### config.mk
export PLATFORM = sky130hd
export DESIGN_NAME = dpll_pi
export DESIGN_NICKNAME = d
export VERILOG_FILES = /design/src/rtl/dpll_pkg.sv /design/src/rtl/dpll_phase_meas.sv /design/src/rtl/dpll_pi.sv
export SDC_FILE = /design/constraint.sdc
export NUM_CORES = 1
export LEC_CHECK = 0
export BUFFER_PORTS_ARGS = -buffer_cell sky130_fd_sc_hd__buf_4
export CORE_ASPECT_RATIO = 0.75
export CORE_MARGIN = 2
export CORE_UTILIZATION = 40
export DETAILED_ROUTE_END_ITERATION = 10
export GPL_TIMING_DRIVEN = 0
export SYNTH_ARGS = -nofsm -noshare
export SYNTH_HDL_FRONTEND = slang
export SYNTH_SLANG_ARGS = --single-unit
### constraint.sdc
create_clock -name i_sys_clk -period 19.9 [get_ports i_sys_clk]
set_clock_uncertainty 0.05 [all_clocks]
set_input_delay 3.98 -clock i_sys_clk [delete_from_list [all_inputs] [get_ports i_sys_clk]]
set_output_delay 3.98 -clock i_sys_clk [all_outputs]
set_load 0.05 [all_outputs]
### src/rtl/dpll_pkg.sv
// dpll_pkg: shared FSM type, default widths and saturating helpers for the PI digital PLL
package dpll_pkg;
  localparam int ACC_W_DEF = 16;
  localparam int ERR_W_DEF = 8;
  localparam int LOCK_LEN_DEF = 8;
  localparam int SYNC_STAGES_DEF = 2;
  typedef enum logic [1:0] {IDLE, REF_FIRST, REC_FIRST} phase_st_e;
  function automatic logic signed [63:0] clamp_s(input logic signed [63:0] x,
                                                 input logic signed [63:0] lo,
                                                 input logic signed [63:0] hi);
    return x < lo ? lo : x > hi ? hi : x;
  endfunction
  function automatic logic signed [63:0] sat_s(input logic signed [63:0] x, input int w);
    return clamp_s(x, -(64'sd1 <<< (w - 1)), (64'sd1 <<< (w - 1)) - 64'sd1);
  endfunction
endpackage

### src/rtl/dpll_phase_meas.sv
// dpll_phase_meas: ref synchroniser, edge detectors and signed phase-error counter FSM
module dpll_phase_meas import dpll_pkg::*; #(
  parameter int ERR_W = ERR_W_DEF,
  parameter int SYNC_STAGES = SYNC_STAGES_DEF
) (
  input  logic             clk_i,
  input  logic             rst_i,
  input  logic             ref_clk_i,
  input  logic             rec_msb_i,
  output logic [ERR_W-1:0] err_o,
  output logic             err_valid_o,
  output logic             lead_o,
  output logic             open_o
);
  localparam int CW = ERR_W - 1;
  localparam logic [CW-1:0] CNT_MAX = '1;
  phase_st_e state_q, state_d;
  logic [SYNC_STAGES-1:0] sync_q;
  logic ref_d_q, rec_d_q, err_valid_q, err_valid_d;
  logic [CW-1:0] cnt_q, cnt_d, cnt_inc;
  logic [ERR_W-1:0] err_q, err_d, pos, neg;
  logic ref_rise, rec_rise;
  assign ref_rise = sync_q[SYNC_STAGES-1] & ~ref_d_q;
  assign rec_rise = rec_msb_i & ~rec_d_q;
  assign cnt_inc = cnt_q == CNT_MAX ? cnt_q : cnt_q + 1'b1;
  assign pos = {1'b0, cnt_q};
  assign neg = -pos;
  always_ff @(posedge clk_i) begin
    if (rst_i) begin
      sync_q <= '0;
      ref_d_q <= 1'b0;
      rec_d_q <= 1'b0;
      state_q <= IDLE;
      cnt_q <= '0;
      err_q <= '0;
      err_valid_q <= 1'b0;
    end else begin
      sync_q <= {sync_q[SYNC_STAGES-2:0], ref_clk_i};
      ref_d_q <= sync_q[SYNC_STAGES-1];
      rec_d_q <= rec_msb_i;
      state_q <= state_d;
      cnt_q <= cnt_d;
      err_q <= err_d;
      err_valid_q <= err_valid_d;
    end
  end
  // a coincident pair of edges closes the open measurement and opens the opposite one
  always_comb begin
    state_d = state_q;
    cnt_d = cnt_inc;
    err_d = err_q;
    err_valid_d = 1'b0;
    case (state_q)
      IDLE: begin
        cnt_d = CW'(1);
        state_d = ref_rise && !rec_rise ? REF_FIRST : rec_rise && !ref_rise ? REC_FIRST : IDLE;
        err_valid_d = ref_rise & rec_rise;
        err_d = ref_rise && rec_rise ? '0 : err_q;
      end
      REF_FIRST: begin
        cnt_d = rec_rise || ref_rise ? CW'(1) : cnt_inc;
        state_d = rec_rise ? (ref_rise ? REC_FIRST : IDLE) : REF_FIRST;
        err_valid_d = rec_rise;
        err_d = rec_rise ? pos : err_q;
      end
      REC_FIRST: begin
        cnt_d = rec_rise || ref_rise ? CW'(1) : cnt_inc;
        state_d = ref_rise ? (rec_rise ? REF_FIRST : IDLE) : REC_FIRST;
        err_valid_d = ref_rise;
        err_d = ref_rise ? neg : err_q;
      end
      default: state_d = IDLE;
    endcase
  end
  always_comb begin
    lead_o = state_q == REC_FIRST;
    open_o = state_q != IDLE;
    err_o = err_q;
    err_valid_o = err_valid_q;
  end
endmodule

### src/rtl/dpll_pi.sv
// dpll_pi: digital PLL with PI loop filter, NCO and lock detector
module dpll_pi import dpll_pkg::*; #(
  parameter int ACC_W = ACC_W_DEF,
  parameter int ERR_W = ERR_W_DEF,
  parameter int LOCK_LEN = LOCK_LEN_DEF,
  parameter int SYNC_STAGES = SYNC_STAGES_DEF
) (
  input  logic             i_sys_clk,
  input  logic             i_rst,
  input  logic             i_ref_clk,
  input  logic [ACC_W-1:0] i_freq_step,
  input  logic [2:0]       i_kp,
  input  logic [2:0]       i_ki,
  input  logic [ERR_W-2:0] i_lock_thresh,
  output logic             o_rec_clk,
  output logic             o_lead_or_lag,
  output logic             o_phase_error,
  output logic [ERR_W-1:0] o_err,
  output logic             o_err_valid,
  output logic [ACC_W-1:0] o_freq_word,
  output logic             o_locked
);
  localparam int FW = ACC_W + 2;
  localparam int LW = $clog2(LOCK_LEN + 1);
  logic [ACC_W-1:0] acc_q, freq_q, freq_d;
  logic signed [ACC_W-1:0] integ_q, integ_d;
  logic signed [FW-1:0] prop_q, prop_d, e, sum;
  logic [LW-1:0] lock_cnt_q, lock_cnt_d;
  logic [ERR_W-1:0] err_abs;
  logic locked_q, in_th;
  dpll_phase_meas #(.ERR_W(ERR_W), .SYNC_STAGES(SYNC_STAGES)) u_meas (
    .clk_i(i_sys_clk),
    .rst_i(i_rst),
    .ref_clk_i(i_ref_clk),
    .rec_msb_i(acc_q[ACC_W-1]),
    .err_o(o_err),
    .err_valid_o(o_err_valid),
    .lead_o(o_lead_or_lag),
    .open_o(o_phase_error)
  );
  always_comb begin
    e = {{(FW-ERR_W){o_err[ERR_W-1]}}, o_err};
    prop_d = o_err_valid ? e >>> i_kp : prop_q;
    integ_d = o_err_valid ? ACC_W'(sat_s(64'(integ_q) + 64'(e >>> i_ki), ACC_W)) : integ_q;
    sum = signed'({2'b00, i_freq_step}) + FW'(integ_q) + prop_q;
    freq_d = ACC_W'(clamp_s(64'(sum), 64'sd1, (64'sd1 <<< ACC_W) - 64'sd1));
    err_abs = o_err[ERR_W-1] ? -o_err : o_err;
    in_th = err_abs <= {1'b0, i_lock_thresh};
    lock_cnt_d = !o_err_valid ? lock_cnt_q : !in_th ? '0 :
                 lock_cnt_q == LW'(LOCK_LEN) ? lock_cnt_q : lock_cnt_q + 1'b1;
  end
  // lock flag follows the next count so a bad error drops it one cycle after the pulse
  always_ff @(posedge i_sys_clk) begin
    if (i_rst) begin
      acc_q <= '0;
      freq_q <= '0;
      integ_q <= '0;
      prop_q <= '0;
      lock_cnt_q <= '0;
      locked_q <= 1'b0;
    end else begin
      acc_q <= acc_q + freq_q;
      freq_q <= freq_d;
      integ_q <= integ_d;
      prop_q <= prop_d;
      lock_cnt_q <= lock_cnt_d;
      locked_q <= lock_cnt_d == LW'(LOCK_LEN);
    end
  end
  assign o_rec_clk = acc_q[ACC_W-1];
  assign o_freq_word = freq_q;
  assign o_locked = locked_q;
endmodule
==> results_dict.tcl <==
set metrics [dict create \
    master_of_the_slowest_instance_on_the_critical_path "sky130_fd_sc_hd__or4_4" \
    route.detailed.wl_per_inst_um 15.7 \
    seq_pwr_share_pct 27.0 \
    critical_path_required_ns 20.12 \
    post_cts_resized 0 \
    met3_length_um 813 \
    syn_to_final_growth_pct 14.1 \
    grt_first_pass_wirelength_um 30300 \
    placed_cell_area_mm2 0.00816 \
    area.sequential_mm2 0.00166 \
    synthesis_warnings 0 \
    finalNonFillerCells 1172 \
    num_rows 43 \
    outcome "completed" \
    switching_share_pct 43.5 \
    synth_top_area_share_pct 22.3 \
    maximum_ir_drop_on_the_vdd_rail_mv 0.100 \
    tritoncts.num_buffers 9 \
    dieWidth_um 161 \
    cts-hold-fix-buffers 0 \
    largest_net_degree_at_the_start_of_global_routing 28 \
    multi_input_gate_area_mm2 0.00546 \
    worst_ep_arrival_time_ns 10.21 \
    synth_common_cells "sky130_fd_sc_hd__dfxtp_1 (83), sky130_fd_sc_hd__nor2_1 (82), sky130_fd_sc_hd__a21oi_1 (76)" \
    vias_per_cell 5.27 \
    power_density_mw_per_mm2 102 \
    route.top_layer_used "met4" \
    totalNegativeSetupSlack_ns 0 \
    asyncSetResetFlopFracSynth_pct 0 \
    per_instance_average_area_after_synthesis_um2 8.71 \
    synth_edf_count 0 \
    met2WireLength_um 7140 \
    worst_margin_slew_ns 1.25 \
    hold_path_class "reg -> reg" \
    antenna_found_initial 0 \
    crit_chain "buf_4, clkbuf_1, mux4_2, nand2_1, o21ai_0, ha_1, fa_1, a211oi_1, o21ai_1, a31oi_1, o31ai_1, a21oi_1, o21bai_1, fa_1, or4b_4, nor4_2, nand4_1, or4_4, nor4_4, a21oi_2, buf_6, a21o_1, a21oi_2" \
    root_buffer "sky130_fd_sc_hd__clkbuf_16" \
    tritoncts "built" \
    worst-setup-path-type "in -> reg" \
    placedCellCount 1156 \
    worst_skew_pair.late_latency_ns 0.34 \
    via_count 6179 \
    synthesis.nets 998 \
    slew_hr_pct 16.4 \
    cts_setup_buffers 0 \
    max_cap_violations 0 \
    yosys_most_used_dff "sky130_fd_sc_hd__dfxtp_1" \
    ios 61 \
    clkPwrFrac_pct 21.1 \
    fmax_ghz 0.100 \
    leakagePower_nw 3.59 \
    antenna_violating_nets_post_route 0 \
    clock_path_buffers 2 \
    timing.hold.ws_ns 0.389 \
    design.core.area_mm2 0.0183 \
    first_pass_iters 5 \
    finalSetupViolations 0 \
    drv_slew 0 \
    initial_core_util_pct 40.5 \
    number_of_global_route_vias_before_repair 5847 \
    drc 0 \
    detail_route.wirelength_um 18300 \
    p_sw_uw 379 \
    synth_area_leaders "sky130_fd_sc_hd__dfxtp_1 (22%), sky130_fd_sc_hd__fa_1 (13%), sky130_fd_sc_hd__ha_1 (11%)" \
    grt_overflow_total 0 \
    grt.total_usage_pct 19.3 \
    synthCells 854 \
    yosys.cell_types.count 76 \
    final_nets 1064 \
    seq_area_frac_synth_pct 22.3 \
    final_worst_path_period_need_ns 9.99 \
    drive_gt1_share_pct 12.0 \
    die_height_um 122 \
    power_uw 870 \
    routedLengthMet1_um 10300 \
    worstSetupStartpointType "input pin" \
    antenna-diode-count 0 \
    critPathMaxStageDelay_ns 0.57 \
    synth_most_common_cell "sky130_fd_sc_hd__dfxtp_1" \
    fillCellCount 1781 \
    intPower_uw 491 \
    hold_viol_final 0 \
    p_comb_share_pct 51.9 \
    fp.dieArea_mm2 0.0197 \
    dp_hpwl_um 14400 \
    finish.instance_area_mm2 0.00849 \
    post-route-period-util_pct 50.2 \
    cts_num_sinks 83 \
    synth_area_mm2 0.00744 \
    critPathCaptureType "register" \
    io_buf_count 55 \
    cp_max_fo 10 \
    detail_route.iter0.violations 424 \
    gp_congestion 0.841 \
    ctsHtreeMaxLevel 3 \
    cts.clk_slew.worst_paths_ns 0.06 \
    setup_repair_after_global_routing_missed_its_margin "false" \
    synth_top_cell_by_area "sky130_fd_sc_hd__dfxtp_1" \
    synth.ff_latch_count 83 \
]
## cell families after synthesis
group                      count (synthesis)  synth area share [%]
and+or+nand+nor                          269                  19.0
AOI/OAI and AO/OA                        246                  21.8
adders and majority gates                112                  23.7
DFF                                       83                  22.3
buffers and inverters                     81                  4.22
xor gates and xnor gates                  45                  5.30
muxes                                     18                  3.65
## cell usage in the layout (no fill, tap or decap), drive strengths merged, types with 6 or more instances in the layout
master / instances
fa: 48
dfxtp: 83
mux2i: 8
nor4: 9
nand2: 46
a21o: 24
nor2: 82
o21bai: 14
a31oi: 9
nor2b: 12
nand3: 9
o31ai: 8
mux4: 7
or2: 6
inv: 46
a21oi: 84
buf: 59
or3: 9
xor2: 22
clkbuf: 41
o21ai: 43
xnor2: 23
a211oi: 12
nand4: 8
o21a: 8
nor3: 25
and3: 7
nand2b: 27
ha: 64
## registers in the layout (all words and copies together) (netlist names), 2 cells and up
name / cells
u_meas.state_q: 2
prop_q: 8
u_meas.sync_q: 2
u_meas.cnt_q: 7
lock_cnt_q: 4
integ_q: 16
o_freq_word: 16
acc_q: 16
u_meas.err_o: 8
## worst max-delay path: cells and delay by family
kind / cells / cell delay (ns)
and+or+nand+nor: 6 / 1.62
adders and majority gates: 3 / 1.09
muxes: 1 / 0.56
buffers and inverters: 3 / 0.61
AOI/OAI and AO/OA: 10 / 2.32
## power by group through the flow
stage / logic, mW / registers (mW) / clock network [mW]
2_1_floorplan: 0.291 / 0.282 / 0
3_3_place_gp: 0.445 / 0.238 / 0
3_5_place_dp: 0.445 / 0.238 / 0
5_1_grt: 0.501 / 0.239 / 0.194
6_report: 0.452 / 0.235 / 0.183
4_1_cts: 0.449 / 0.235 / 0.186
## routing by layer
layer	vias up	track usage [%]
met5	-	0
met4	0	2.85
met3	15	3.03
met2	114	27.5
met1	2871	30.9
li1	3179	-
## worst paths after layout
path	from	end	slack, ns	cells past startpoint
worst max register to register	u_meas.err_o[7]	integ_q[14]	12.47	22
worst min register to register	u_meas.sync_q[0]	u_meas.sync_q[1]	0.39	1
worst max-delay path	i_ki[0]	integ_q[14]	9.91	23
worst min-delay path	u_meas.sync_q[0]	u_meas.sync_q[1]	0.39	1
## layout make-up
type                    instances  share of cell area (%)
multi-input cells             690                    64.3
flip-flops and latches         83                    19.6
repair buffers                 55                    4.86
well taps                     247                    3.64
clock buffers                  10                    2.82
inverters                      46                    2.03
plain buffers                  35                    1.67
clock inverters                 6                    1.05
## through the flow
| stage | utilization (%) | worst slack [ns] |
|---|---|---|
| after CTS | 46.3 | 9.92 |
| final | 46.3 | 9.91 |
| after floorplan | - | 10.52 |
| after global placement | 44.5 | 9.59 |
| after global routing | 46.3 | 9.45 |
| after detailed placement | 44.5 | 9.59 |
Note: power is estimated with default switching activity, not from simulation.
